===== src/rtl/counter_seq_ctrl_pkg.sv =====
`default_nettype none
// ============================================================================
// Module   : counter_seq_pkg
// Brief    : Shared state encoding and mode constants for counter_seq_ctrl.
// Revision : 1.0
// ============================================================================
package counter_seq_pkg;

    typedef enum logic [1:0] {
        IDLE = 2'd0,
        RUN  = 2'd1,
        HOLD = 2'd2,
        DONE = 2'd3
    } state_t;

    localparam logic MODE_ONESHOT  = 1'b0;
    localparam logic MODE_PERIODIC = 1'b1;

endpackage
`default_nettype wire


===== src/rtl/counter_seq_ctrl_if.sv =====
`default_nettype none
// ============================================================================
// Module   : counter_seq_ctrl_if
// Brief    : Command and count bus between control logic and the sequencer.
// Revision : 1.0
// ============================================================================
interface counter_seq_ctrl_if #(
    parameter int WIDTH = 4,
    parameter int PS_W  = 4
);
    logic             start;
    logic             stop;
    logic             mode;
    logic [WIDTH-1:0] tc;
    logic [PS_W-1:0]  prescale;
    logic [WIDTH-1:0] count;
    logic             busy;
    logic             done;
    logic             tc_pulse;

    modport master (
        output start, stop, mode, tc, prescale,
        input  count, busy, done, tc_pulse
    );

    modport slave (
        input  start, stop, mode, tc, prescale,
        output count, busy, done, tc_pulse
    );
endinterface
`default_nettype wire


===== src/rtl/counter_seq_ctrl_up_counter_en.sv =====
`default_nettype none
// ============================================================================
// Module   : up_counter_en
// Brief    : WIDTH-bit up counter with enable, synchronous clear and wrap.
// Revision : 1.0
// ============================================================================
module up_counter_en #(
    parameter int WIDTH = 4
) (
    input  wire logic             clk,
    input  wire logic             reset,
    input  wire logic             en,
    input  wire logic             clr,
    input  wire logic             wrap,
    output logic      [WIDTH-1:0] count
);
    logic [WIDTH-1:0] r_count;

    // Clear dominates wrap, which dominates a plain increment.
    always_ff @(posedge clk or negedge reset) begin
        if (!reset) begin
            r_count <= '0;
        end else if (clr || wrap) begin
            r_count <= '0;
        end else if (en) begin
            r_count <= r_count + WIDTH'(1);
        end
    end

    assign count = r_count;
endmodule
`default_nettype wire


===== src/rtl/counter_seq_ctrl.sv =====
`default_nettype none
// ============================================================================
// Module   : counter_seq_ctrl
// Brief    : Start/stop/pause sequencer with prescaler and terminal count.
// Revision : 1.0
// ============================================================================
module counter_seq_ctrl
    import counter_seq_pkg::*;
#(
    parameter int WIDTH = 4,
    parameter int PS_W  = 4
) (
    input  wire logic         clk,
    input  wire logic         reset,
    counter_seq_ctrl_if.slave bus
);
    state_t           r_state;
    state_t           w_next_state;
    logic [WIDTH-1:0] r_tc;
    logic             r_mode;
    logic [PS_W-1:0]  r_prescale;
    logic [PS_W-1:0]  r_pre_cnt;
    logic             r_tc_pulse;
    logic [WIDTH-1:0] w_count;
    logic             w_strobe;
    logic             w_terminal;
    logic             w_latch;
    logic             w_clr;
    logic             w_en;
    logic             w_wrap;

    always_ff @(posedge clk or negedge reset) begin
        if (!reset) begin
            r_state <= IDLE;
        end else begin
            r_state <= w_next_state;
        end
    end

    always_comb begin
        w_next_state = r_state;
        w_latch      = 1'b0;
        w_clr        = 1'b0;
        w_en         = 1'b0;
        w_wrap       = 1'b0;
        w_strobe     = (r_state == RUN) && !bus.stop && (r_pre_cnt == '0);
        w_terminal   = w_strobe && (w_count == r_tc);
        case (r_state)
            IDLE: begin
                if (bus.start && !bus.stop) begin
                    w_latch      = 1'b1;
                    w_clr        = 1'b1;
                    w_next_state = RUN;
                end
            end
            RUN: begin
                if (bus.stop) begin
                    w_next_state = HOLD;
                end else if (w_terminal) begin
                    if (r_mode == MODE_PERIODIC) begin
                        w_wrap = 1'b1;
                    end else begin
                        w_next_state = DONE;
                    end
                end else if (w_strobe) begin
                    w_en = 1'b1;
                end
            end
            HOLD: begin
                if (bus.stop) begin
                    w_clr        = 1'b1;
                    w_next_state = IDLE;
                end else if (bus.start) begin
                    w_next_state = RUN;
                end
            end
            DONE: begin
                if (bus.stop) begin
                    w_clr        = 1'b1;
                    w_next_state = IDLE;
                end else if (bus.start) begin
                    w_latch      = 1'b1;
                    w_clr        = 1'b1;
                    w_next_state = RUN;
                end
            end
            default: begin
                w_next_state = IDLE;
            end
        endcase
    end

    // Prescaler only moves while running; HOLD leaves it exactly where it stopped.
    always_ff @(posedge clk or negedge reset) begin
        if (!reset) begin
            r_tc       <= '0;
            r_mode     <= MODE_ONESHOT;
            r_prescale <= '0;
            r_pre_cnt  <= '0;
            r_tc_pulse <= 1'b0;
        end else begin
            r_tc_pulse <= w_terminal;
            if (w_latch) begin
                r_tc       <= bus.tc;
                r_mode     <= bus.mode;
                r_prescale <= bus.prescale;
                r_pre_cnt  <= bus.prescale;
            end else if ((r_state == RUN) && !bus.stop) begin
                if (r_pre_cnt == '0) begin
                    r_pre_cnt <= r_prescale;
                end else begin
                    r_pre_cnt <= r_pre_cnt - PS_W'(1);
                end
            end
        end
    end

    up_counter_en #(
        .WIDTH (WIDTH)
    ) u_counter (
        .clk   (clk),
        .reset (reset),
        .en    (w_en),
        .clr   (w_clr),
        .wrap  (w_wrap),
        .count (w_count)
    );

    assign bus.count    = w_count;
    assign bus.busy     = (r_state == RUN) || (r_state == HOLD);
    assign bus.done     = (r_state == DONE);
    assign bus.tc_pulse = r_tc_pulse;
endmodule
`default_nettype wire


===== src/flat_wrapper.sv =====
// flat-port wrapper written by rule: the top's interface ports become plain ports
module counter_seq_ctrl_flat import counter_seq_pkg::*;
#(
    parameter int WIDTH = 4,
    parameter int PS_W  = 4
)
  (clk, reset, bus_start, bus_stop, bus_mode, bus_tc, bus_prescale, bus_count, bus_busy, bus_done, bus_tc_pulse);
  counter_seq_ctrl_if #(.WIDTH(WIDTH), .PS_W(PS_W)) bus_i ();
  input  wire logic clk;
  input  wire logic reset;
  input wire logic [$bits(bus_i.start)-1:0] bus_start;
  input wire logic [$bits(bus_i.stop)-1:0] bus_stop;
  input wire logic [$bits(bus_i.mode)-1:0] bus_mode;
  input wire logic [$bits(bus_i.tc)-1:0] bus_tc;
  input wire logic [$bits(bus_i.prescale)-1:0] bus_prescale;
  output wire logic [$bits(bus_i.count)-1:0] bus_count;
  output wire logic [$bits(bus_i.busy)-1:0] bus_busy;
  output wire logic [$bits(bus_i.done)-1:0] bus_done;
  output wire logic [$bits(bus_i.tc_pulse)-1:0] bus_tc_pulse;
  assign bus_i.start = bus_start;
  assign bus_i.stop = bus_stop;
  assign bus_i.mode = bus_mode;
  assign bus_i.tc = bus_tc;
  assign bus_i.prescale = bus_prescale;
  assign bus_count = bus_i.count;
  assign bus_busy = bus_i.busy;
  assign bus_done = bus_i.done;
  assign bus_tc_pulse = bus_i.tc_pulse;
  counter_seq_ctrl #(.WIDTH(WIDTH), .PS_W(PS_W)) u_core (.clk(clk), .reset(reset), .bus(bus_i));
endmodule

===== config.mk =====
export PLATFORM = sky130hd
export DESIGN_NAME = counter_seq_ctrl_flat
export DESIGN_NICKNAME = d
export VERILOG_FILES = /design/src/rtl/counter_seq_ctrl_pkg.sv /design/src/rtl/counter_seq_ctrl_if.sv /design/src/rtl/counter_seq_ctrl_up_counter_en.sv /design/src/rtl/counter_seq_ctrl.sv /design/src/flat_wrapper.sv
export SDC_FILE = /design/constraint.sdc
export NUM_CORES = 1
export LEC_CHECK = 0
export CAP_MARGIN = 40
export CORE_ASPECT_RATIO = 0.75
export CORE_UTILIZATION = 58
export CTS_BUF_LIST = sky130_fd_sc_hd__clkbuf_8
export DETAILED_ROUTE_END_ITERATION = 8
export PLACE_DENSITY = 0.92
export REMOVE_ABC_BUFFERS = 1
export SLEW_MARGIN = 30
export SYNTH_ARGS = -nofsm -noshare
export SYNTH_HDL_FRONTEND = slang
export SYNTH_HIERARCHICAL = 1
export SYNTH_SLANG_ARGS = --single-unit

===== constraint.sdc =====
create_clock -name clk -period 3.2 [get_ports clk]
set_input_delay 0.32 -clock clk [delete_from_list [all_inputs] [get_ports clk]]
set_output_delay 0.32 -clock clk [all_outputs]
set_load 0.02 [all_outputs]

==> results of run 1 <==
cell families (layout without fill, tap and decap cells):
kind of cell    after synthesis  after routing  synth area share, %
xor+xnor                      5              5                3.735
flops                        20             20                42.69
simple gates                 65             65                27.11
compound gates               17             17                11.74
buf+inv                       7             29                2.667
mux                           4              4                3.522
fa+ha+maj                     8              8                8.538
worst max-delay path, delay by kind of cell (launching register included):
family | cells | cell delay (ps)
fa+ha+maj | 1 | 240
buf+inv | 1 | 90
simple gates | 3 | 1120
mux | 1 | 340
flops | 1 | 410
state kept, by name, indices dropped and copies added (netlist names):
name and count:
u_core/r_prescale 4, u_core/r_tc 4, u_core/r_pre_cnt 4, u_core/bus.tc_pulse 1, u_core/r_mode 1, u_core/u_counter/count 4
u_core/r_state 2
final cells by class:
class,count,area (um^2),area share [%]
Inverter,4,15.01,1.034
Multi-Input combinational cell,99,640.6,44.14
Clock buffer,4,55.05,3.793
Tap cell,22,27.53,1.897
Timing Repair Buffer,21,212.7,14.66
Sequential cell,20,500.5,34.48
power groups by stage:
stage / logic [W] / registers (W) / clock network [W]
floorplan: 0.000413 / 0.000415 / 0
global placement: 0.000530 / 0.000427 / 0
detailed placement: 0.000564 / 0.000432 / 0
CTS: 0.000570 / 0.000427 / 0.000190
global route: 0.000632 / 0.000441 / 0.000204
finish: 0.000571 / 0.000429 / 0.000188
placed cells by master, fill, tap and decap left out, types with 2 or more instances in the layout:
| cell | netlist | routed |
|---|---|---|
| a211oi_1 | 4 | 4 |
| xor2_1 | 4 | 4 |
| nand2b_1 | 2 | 2 |
| ha_1 | 8 | 8 |
| inv_1 | 4 | 4 |
| nor3b_1 | 2 | 2 |
| dfrtp_1 | 20 | 20 |
| nand2_1 | 29 | 29 |
| mux2i_1 | 3 | 3 |
| or3_1 | 2 | 2 |
| clkbuf_8 | 0 | 4 |
| nor3_1 | 9 | 9 |
| a21oi_1 | 3 | 3 |
| clkdlybuf4s50_1 | 0 | 19 |
| o21ai_0 | 3 | 3 |
| nor2_1 | 10 | 10 |
through the flow:
| stage | cell area (um^2) | hold WS [ps] | worst slack (ps) | util (%) |
|---|---|---|---|---|
| floorplan | 1156 | 24.41 | 1166 | - |
| finish | 1451 | 322.2 | 881.5 | 79.67 |
| detailed placement | 1396 | 464.3 | 784.3 | 76.65 |
| global route | 1451 | 345.1 | 747.5 | 79.67 |
| global placement | 1381 | 465.9 | 939.1 | 75.82 |
| CTS | 1451 | 328.6 | 894.3 | 79.67 |
metal layers:
metal | global-route usage, % | vias to the layer above | part of all wire (%) | routed length, um
met3 | 6.667 | 0 | 6.5 | 153
met1 | 31.90 | 472 | 47 | 1101
li1 | - | 484 | - | -
met4 | 7.895 | 0 | 0 | 0
met2 | 40.74 | 30 | 47 | 1090
met5 | 0 | - | 0 | 0
worst paths after layout:
kind	from	endpoint	slack (ps)
max	u_core/r_pre_cnt[0]	u_core/u_counter/count[3]	880
min	reset	u_core/u_counter/count[1]	320
max reg2reg	u_core/r_pre_cnt[0]	u_core/u_counter/count[3]	880
min reg2reg	u_core/r_prescale[1]	u_core/r_prescale[1]	480
max in group asynchronous	reset	u_core/r_mode	2480
min in group clk	u_core/r_prescale[1]	u_core/r_prescale[1]	480
==> results by group, run 1 <==
Outcome
  – Outcome: finished, final reports clean

Critical path
  – Data required time of the worst path: 3340 ps
  – Worst-path maximum fanout: 5
  – Worst r2r path cells: 6
  – Startpoint types: register
  – CP cell instances: inv_1 > ha_1 > or3b_1 > nor3_1 > nand4_1 > mux2_1
  – Setup CP Type: register to register
  – Crit path DAT: 2460 ps
  – Slowest cell on crit path: nor3_1
  – Crit end category: register
  – CP peak stage delay: 540 ps

Power
  – Internal power: 0.0007051 W
  – VDD IR max: 0.6769 mV
  – Cell Pwr Density: 818.6 nW/um^2
  – Register share of total power: 36.1%
  – Lkg Pwr: 0.6901 nW
  – Sw frac: 40.65%
  – Comb pwr share: 48.0%
  – Net switching power: 0.0004830 W
  – Power Total: 0.001188 W
  – Clock power frac: 15.8%

Run
  – Max-cap violations: 0

Worst hold path
  – Worst Hold Class: primary input to async pin

Detailed routing
  – Routed wire per std cell: 13.79 um
  – Initial DRC count: 54
  – DRT Pass-1 Iters: 4
  – Routed Antenna Nets: 0
  – Routed via count: 986
  – Vias per std cell: 5.800
  – WL final: 2.344 mm
  – DRC viols: 0

Global route
  – Total grt overflow: 0
  – GRT Resource Usage Total: 24.75%
  – Initial antenna violation count: 0
  – Pin count of the biggest net entering global routing: 15
  – Vias in the first global route: 846
  – First-pass GRT wire length: 3.746 mm

Clock network
  – CTS tree: built
  – Clk root buf: clkbuf_8
  – Sink Count: 20
  – Hold buffers post-CTS: 0
  – Clock tree buffer depth: 2
  – Worst-path clk slew: 70 ps
  – Clk_lat worst skew: 250 ps
  – CTS resizes: 0
  – H-tree depth: 1
  – Post-CTS Setup Bufs: 0
  – Num CTS Buffers: 3

Finish
  – Final cell count without fillers: 170
  – Layout overhead on the synthesized area: 23.80%
  – Share of cells above drive strength 1: 6.757%
  – Fill cells: 116
  – Ant diodes: 0
  – # nets final: 170

STA
  – Max Slew Vio Count: 0
  – RSZ-0062 raised after global routing: false
  – Fin crit share: 72.45%
  – Post-route setup TNS: 0 ps
  – Setup violations, final: 0
  – Worst-Margin Slew: 683.2 ps
  – Normalized max-slew margin: 54.10%
  – Fmax: 431.3 MHz
  – Post-layout minimum cycle time: 2319 ps
  – Clock skew: 2.767 ps
  – Hold Vio Cnt, Final: 0

Placement
  – I/O Buffers: 19
  – Placed cells: 166
  – Dpl hpwl: 1.807 mm
  – GP Congestion: 0.8418

Die
  – Die area: 2207 um^2
  – Core ar.: 1822 um^2
  – Die Y-Extent: 40.94 um
  – Initial Utilization: 64.35%
  – Die width: 53.92 um
  – IO Pins: 20
  – Rows: 13

Logic synthesis
  – Post-synth top flop: dfrtp_1
  – Sequential share of the synthesized area: 42.69%
  – Post-synth top cells: 29 x nand2_1, 20 x dfrtp_1, 10 x nor2_1
  – YS warnings: 6
  – Synth async-reset ratio: 100.0%
  – Synthesized flop and latch total: 20
  – Mapped Avg Cell Area: 9.305 um^2
  – Synth cell types: 37
  – Most frequent cell after synthesis: nand2_1
  – Mapped Area: 1172 um^2
  – Synth top area share: 42.69%
  – Synthesized instance count: 126
  – Cell taking the most area after synthesis: dfrtp_1
  – Top cells by area, synth: dfrtp_1 43%, nand2_1 9.3%, ha_1 8.5%, nor3_1 3.8%, nor2_1 3.2%
  – EDFF count, synth: 0
No activity file was read; power rests on OpenSTA's default activity.
==> run 2, diff against run 1 <==
--- a/config.mk
+++ b/config.mk
@@ -7,10 +7,10 @@
 export LEC_CHECK = 0
 export CAP_MARGIN = 40
 export CORE_ASPECT_RATIO = 0.75
-export CORE_UTILIZATION = 58
+export CORE_UTILIZATION = 54
 export CTS_BUF_LIST = sky130_fd_sc_hd__clkbuf_8
 export DETAILED_ROUTE_END_ITERATION = 8
-export PLACE_DENSITY = 0.92
+export PLACE_DENSITY = 0.87
 export REMOVE_ABC_BUFFERS = 1
 export SLEW_MARGIN = 30
 export SYNTH_ARGS = -nofsm -noshare
==> constraint.sdc (replaced) <==
create_clock -name clk -period 2.34 [get_ports clk]
set_input_delay 0.234 -clock clk [delete_from_list [all_inputs] [get_ports clk]]
set_output_delay 0.234 -clock clk [all_outputs]
set_load 0.02 [all_outputs]
==> results by group, run 2 (synthesized netlist as in run 1, its figures left out) <==
Detailed routing
  – DRC viols: 0
  – Routed via count: 950
  – WL final: 2.260 mm
  – Routed Antenna Nets: 0
  – DRT Pass-1 Iters: 4
  – Vias per std cell: 5.460
  – Routed wire per std cell: 12.99 um
  – Initial DRC count: 22

Die
  – Rows: 14
  – Die area: 2363 um^2
  – Die width: 55.80 um
  – IO Pins: 20
  – Core ar.: 2032 um^2
  – Die Y-Extent: 42.35 um
  – Initial Utilization: 57.70%

STA
  – Hold Vio Cnt, Final: 0
  – Post-route setup TNS: 0 ps
  – RSZ-0062 raised after global routing: false
  – Fmax: 470.5 MHz
  – Clock skew: 4.203 ps
  – Setup violations, final: 0
  – Normalized max-slew margin: 61.13%
  – Post-layout minimum cycle time: 2125 ps
  – Fin crit share: 90.83%
  – Worst-Margin Slew: 578.6 ps
  – Max Slew Vio Count: 0

Critical path
  – Worst-path maximum fanout: 6
  – Internal reg-to-reg setup slack: 210 ps
  – Data required time of the worst path: 2480 ps
  – Setup CP Type: register to register
  – Crit end category: register
  – Startpoint types: register
  – Crit path DAT: 2260 ps

Clock network
  – CTS tree: built
  – Clk root buf: clkbuf_8
  – Sink Count: 20
  – Clock tree buffer depth: 2
  – Post-CTS Setup Bufs: 0
  – Worst-path clk slew: 70 ps
  – Num CTS Buffers: 3
  – Hold buffers post-CTS: 0
  – CTS resizes: 0
  – Clk_lat worst skew: 250 ps
  – H-tree depth: 1

Finish
  – Most common cell after layout, fill and taps aside: nand2_1
  – Most frequent cells in the layout: 29 x nand2_1, 20 x dfrtp_1, 19 x clkdlybuf4s50_1
  – Post-layout util: 72.72%
  – Ant diodes: 0
  – # nets final: 172
  – Layout overhead on the synthesized area: 26.04%
  – Share of cells above drive strength 1: 8.000%

Global route
  – Pin count of the biggest net entering global routing: 21
  – Initial antenna violation count: 0
  – Vias in the first global route: 866
  – Total grt overflow: 0
  – GRT Resource Usage Total: 21.82%
  – First-pass GRT wire length: 3.953 mm

Placement
  – Dpl hpwl: 1.776 mm
  – GP Congestion: 0.8124
  – I/O Buffers: 19

Outcome
  – Outcome: finished, final reports clean

Run
  – Max-cap violations: 0

Power
  – Lkg Pwr: 0.7052 nW
  – VDD IR max: 0.9743 mV
  – Cell Pwr Density: 1151 nW/um^2

Worst hold path
  – Worst Hold Class: primary input to async pin
run 2: cell count changes in the layout (fill, tap and decap cells not counted), sizes merged:
| cell | before | now |
|---|---|---|
| buf | 2 | 4 |
| bufinv | 0 | 1 |
| clkbuf | 4 | 3 |
run 2: path summary, 6_finish.rpt:
kind,startpoint,cells past startpoint,end
setup reg to reg,u_core/r_state[1],7,u_core/u_counter/count[3]
min in group clk,u_core/r_prescale[1],2,u_core/r_prescale[1]
max in group asynchronous,reset,2,u_core/r_state[1]
hold reg to reg,u_core/r_prescale[1],2,u_core/r_prescale[1]
hold / removal,reset,2,u_core/r_pre_cnt[2]
setup / recovery,u_core/r_state[1],7,u_core/u_counter/count[3]
run 2: worst max-delay path, stage by stage (launching register included):
cell and delay (ps):
dfrtp_1 410, inv_1 170, ha_1 230, nor2b_1 320
and3_1 260, and2_1 240, nor3b_1 80, mux2_1 310
run 2: power breakdown:
part           total (W)  switching [W]  internal (W)  leakage [nW]
registers       0.000586       0.000113      0.000473         0.256
logic           0.000779       0.000431      0.000348         0.414
clock network   0.000336       0.000108      0.000228        0.0357
run 2: area by class of cell:
type	instances	area, um^2
timing repair buffer	23	220.2
clock buffer	3	41.29
fill	156	554.3
clock inverter	1	30.03
multi-input combinational	99	640.6
tap	24	30.03
sequential	20	500.5
inverter	4	15.01
run 2: through the flow:
| stage | hold slack (ps) | area (um^2) | setup WS, ps | power [W] | cells |
|---|---|---|---|---|---|
| floorplan | -61.59 | 1156 | 305.6 | 0.001132 | 123 |
| global placement | 464.8 | 1406 | 355.5 | 0.001326 | 170 |
| detailed placement | 472.1 | 1406 | 276.1 | 0.001367 | 170 |
| CTS | 307.5 | 1478 | 226.6 | 0.001709 | 174 |
| global route | 339.1 | 1478 | 76.04 | 0.001839 | 174 |
| finish | 305.6 | 1478 | 214.5 | 0.001701 | 174 |
run 2: per-layer routing:
metal  GRT usage [%]  part of all wire [%]
met2           34.70                    48
met4           3.500                     0
met5               0                     0
met3           6.790                   4.6
met1           30.06                    47
==> run 3, diff against run 2 <==
--- a/config.mk
+++ b/config.mk
@@ -7,6 +7,7 @@
 export LEC_CHECK = 0
 export CAP_MARGIN = 40
 export CORE_ASPECT_RATIO = 0.75
+export CORE_MARGIN = 8
 export CORE_UTILIZATION = 54
 export CTS_BUF_LIST = sky130_fd_sc_hd__clkbuf_8
 export DETAILED_ROUTE_END_ITERATION = 8
==> results by group, run 3 (synthesized netlist as in run 1, its figures left out) <==
Outcome
  – Outcome: finished, final reports clean

Global route
  – Total grt overflow: 0
  – First-pass GRT wire length: 4.629 mm
  – Initial antenna violation count: 0
  – Pin count of the biggest net entering global routing: 21
  – GRT met2 Usage: 25.49%
  – Vias in the first global route: 1029
  – Met1 usage: 15.16%
  – Met3 usage: 5.965%
  – Top Usage Layer GRT: met2
  – GRT Resource Usage Total: 14.29%

Die
  – Initial Utilization: 57.70%
  – IO Pins: 20
  – Die area: 3933 um^2
  – Die width: 69.80 um
  – Die Y-Extent: 56.35 um
  – Rows: 14
  – Core ar.: 2032 um^2

Detailed routing
  – Routed via count: 976
  – DRT Pass-1 Iters: 4
  – WL final: 2.723 mm
  – Routed Antenna Nets: 0
  – Vias per std cell: 5.577
  – Routed wire per std cell: 15.56 um
  – DRC viols: 0
  – Initial DRC count: 42

Critical path
  – Worst Path Buf+Inv: 1
  – Crit path DAT: 2350 ps
  – CP cell instances: inv_1 > ha_1 > and2b_1 > a211oi_1 > nor3_1 > nor3_1 > mux2_1
  – Setup CP Type: register to register
  – Crit end category: register
  – Worst path most repeated cell: nor3_1
  – Startpoint types: register
  – Data required time of the worst path: 2480 ps
  – CP peak stage delay: 520 ps
  – Slowest cell on crit path: nor3_1
  – Worst-path maximum fanout: 6
  – Critical path's top delay family: simple AND/OR/NAND/NOR gates

Power
  – VDD IR max: 0.8701 mV
  – Lkg Pwr: 0.7096 nW
  – Cell Pwr Density: 1177 nW/um^2

Clock network
  – Hold buffers post-CTS: 0
  – Clk root buf: clkbuf_8
  – Worst-path clk slew: 80 ps
  – Sink Count: 20
  – CTS tree: built
  – Clock tree buffer depth: 2
  – Num CTS Buffers: 3
  – CTS resizes: 0
  – H-tree depth: 1
  – Post-CTS Setup Bufs: 0
  – Clk_lat worst skew: 260 ps

STA
  – Hold Vio Cnt, Final: 0
  – Normalized max-slew margin: 59.79%
  – Post-layout minimum cycle time: 2205 ps
  – Fmax: 453.4 MHz
  – Clock skew: 4.902 ps
  – Setup violations, final: 0
  – Max Slew Vio Count: 0
  – Post-route setup TNS: 0 ps
  – Fin crit share: 94.25%
  – Worst-Margin Slew: 598.6 ps
  – RSZ-0062 raised after global routing: false

Finish
  – Share of cells above drive strength 1: 8.609%
  – Ant diodes: 0
  – Layout overhead on the synthesized area: 26.68%
  – Fill cells: 163
  – Most frequent cells in the layout: 29 x nand2_1, 20 x dfrtp_1, 19 x clkdlybuf4s50_1
  – Multi-input gate area in the final layout: 640.6 um^2
  – Storage cell area: 500.5 um^2
  – Post-route cell area: 1485 um^2
  – Most common cell after layout, fill and taps aside: nand2_1
  – # nets final: 173

Placement
  – Dpl hpwl: 2.064 mm
  – GP Congestion: 0.8812
  – Placed instance area: 1414 um^2
  – I/O Buffers: 19

Run
  – Max-cap violations: 0

Worst hold path
  – Worst Hold Class: primary input to async pin
[run 3: path summary, 6_finish.rpt]
kind,startpoint,to,slack [ps],cells past startpoint
worst min register to register,u_core/r_prescale[3],u_core/r_prescale[3],480,2
worst min-delay path,reset,u_core/r_tc[2],300,2
min in group clk,u_core/r_prescale[3],u_core/r_prescale[3],480,2
worst max register to register,u_core/r_state[1],u_core/u_counter/count[3],130,7
max in group asynchronous,reset,u_core/r_prescale[3],1830,2
worst max-delay path,u_core/r_state[1],u_core/u_counter/count[3],130,7
[run 3: per-stage QoR]
step / utilization, % / power [W] / worst slack, ps / std cells / hold slack [ps]
after floorplan: - / 0.001132 / 305.6 / 123 / -61.59
after global placement: 69.58 / 0.001335 / 370.9 / 171 / 463.6
after detailed placement: 69.58 / 0.001392 / 186.3 / 171 / 466.5
after CTS: 73.09 / 0.001753 / 178.1 / 175 / 302.9
after global routing: 73.09 / 0.001877 / 23.41 / 175 / 319.3
final: 73.09 / 0.001748 / 134.7 / 175 / 298.4
[run 3: cell type report]
| cell class | instances | share of cell area [%] |
|---|---|---|
| Inverter | 4 | 1.011 |
| Clock buffer | 3 | 2.780 |
| Timing Repair Buffer | 24 | 15.33 |
| Tap cell | 24 | 2.022 |
| Sequential cell | 20 | 33.70 |
| Multi-Input combinational cell | 99 | 43.13 |
| Clock inverter | 1 | 2.022 |
[run 3: power breakdown]
part	switching, W	leakage, nW	internal [W]
Combinational	0.000459	0.418	0.000356
Sequential	0.000114	0.256	0.000473
Clock	0.000117	0.0357	0.000228
Total	0.000691	0.710	0.00106
[run 3: routing by layer]
metal | wire length [um] | part of all wire [%]
met4 | 40 | 1.5
met2 | 1346 | 49
met5 | 0 | 0
met3 | 137 | 5.0
met1 | 1198 | 44
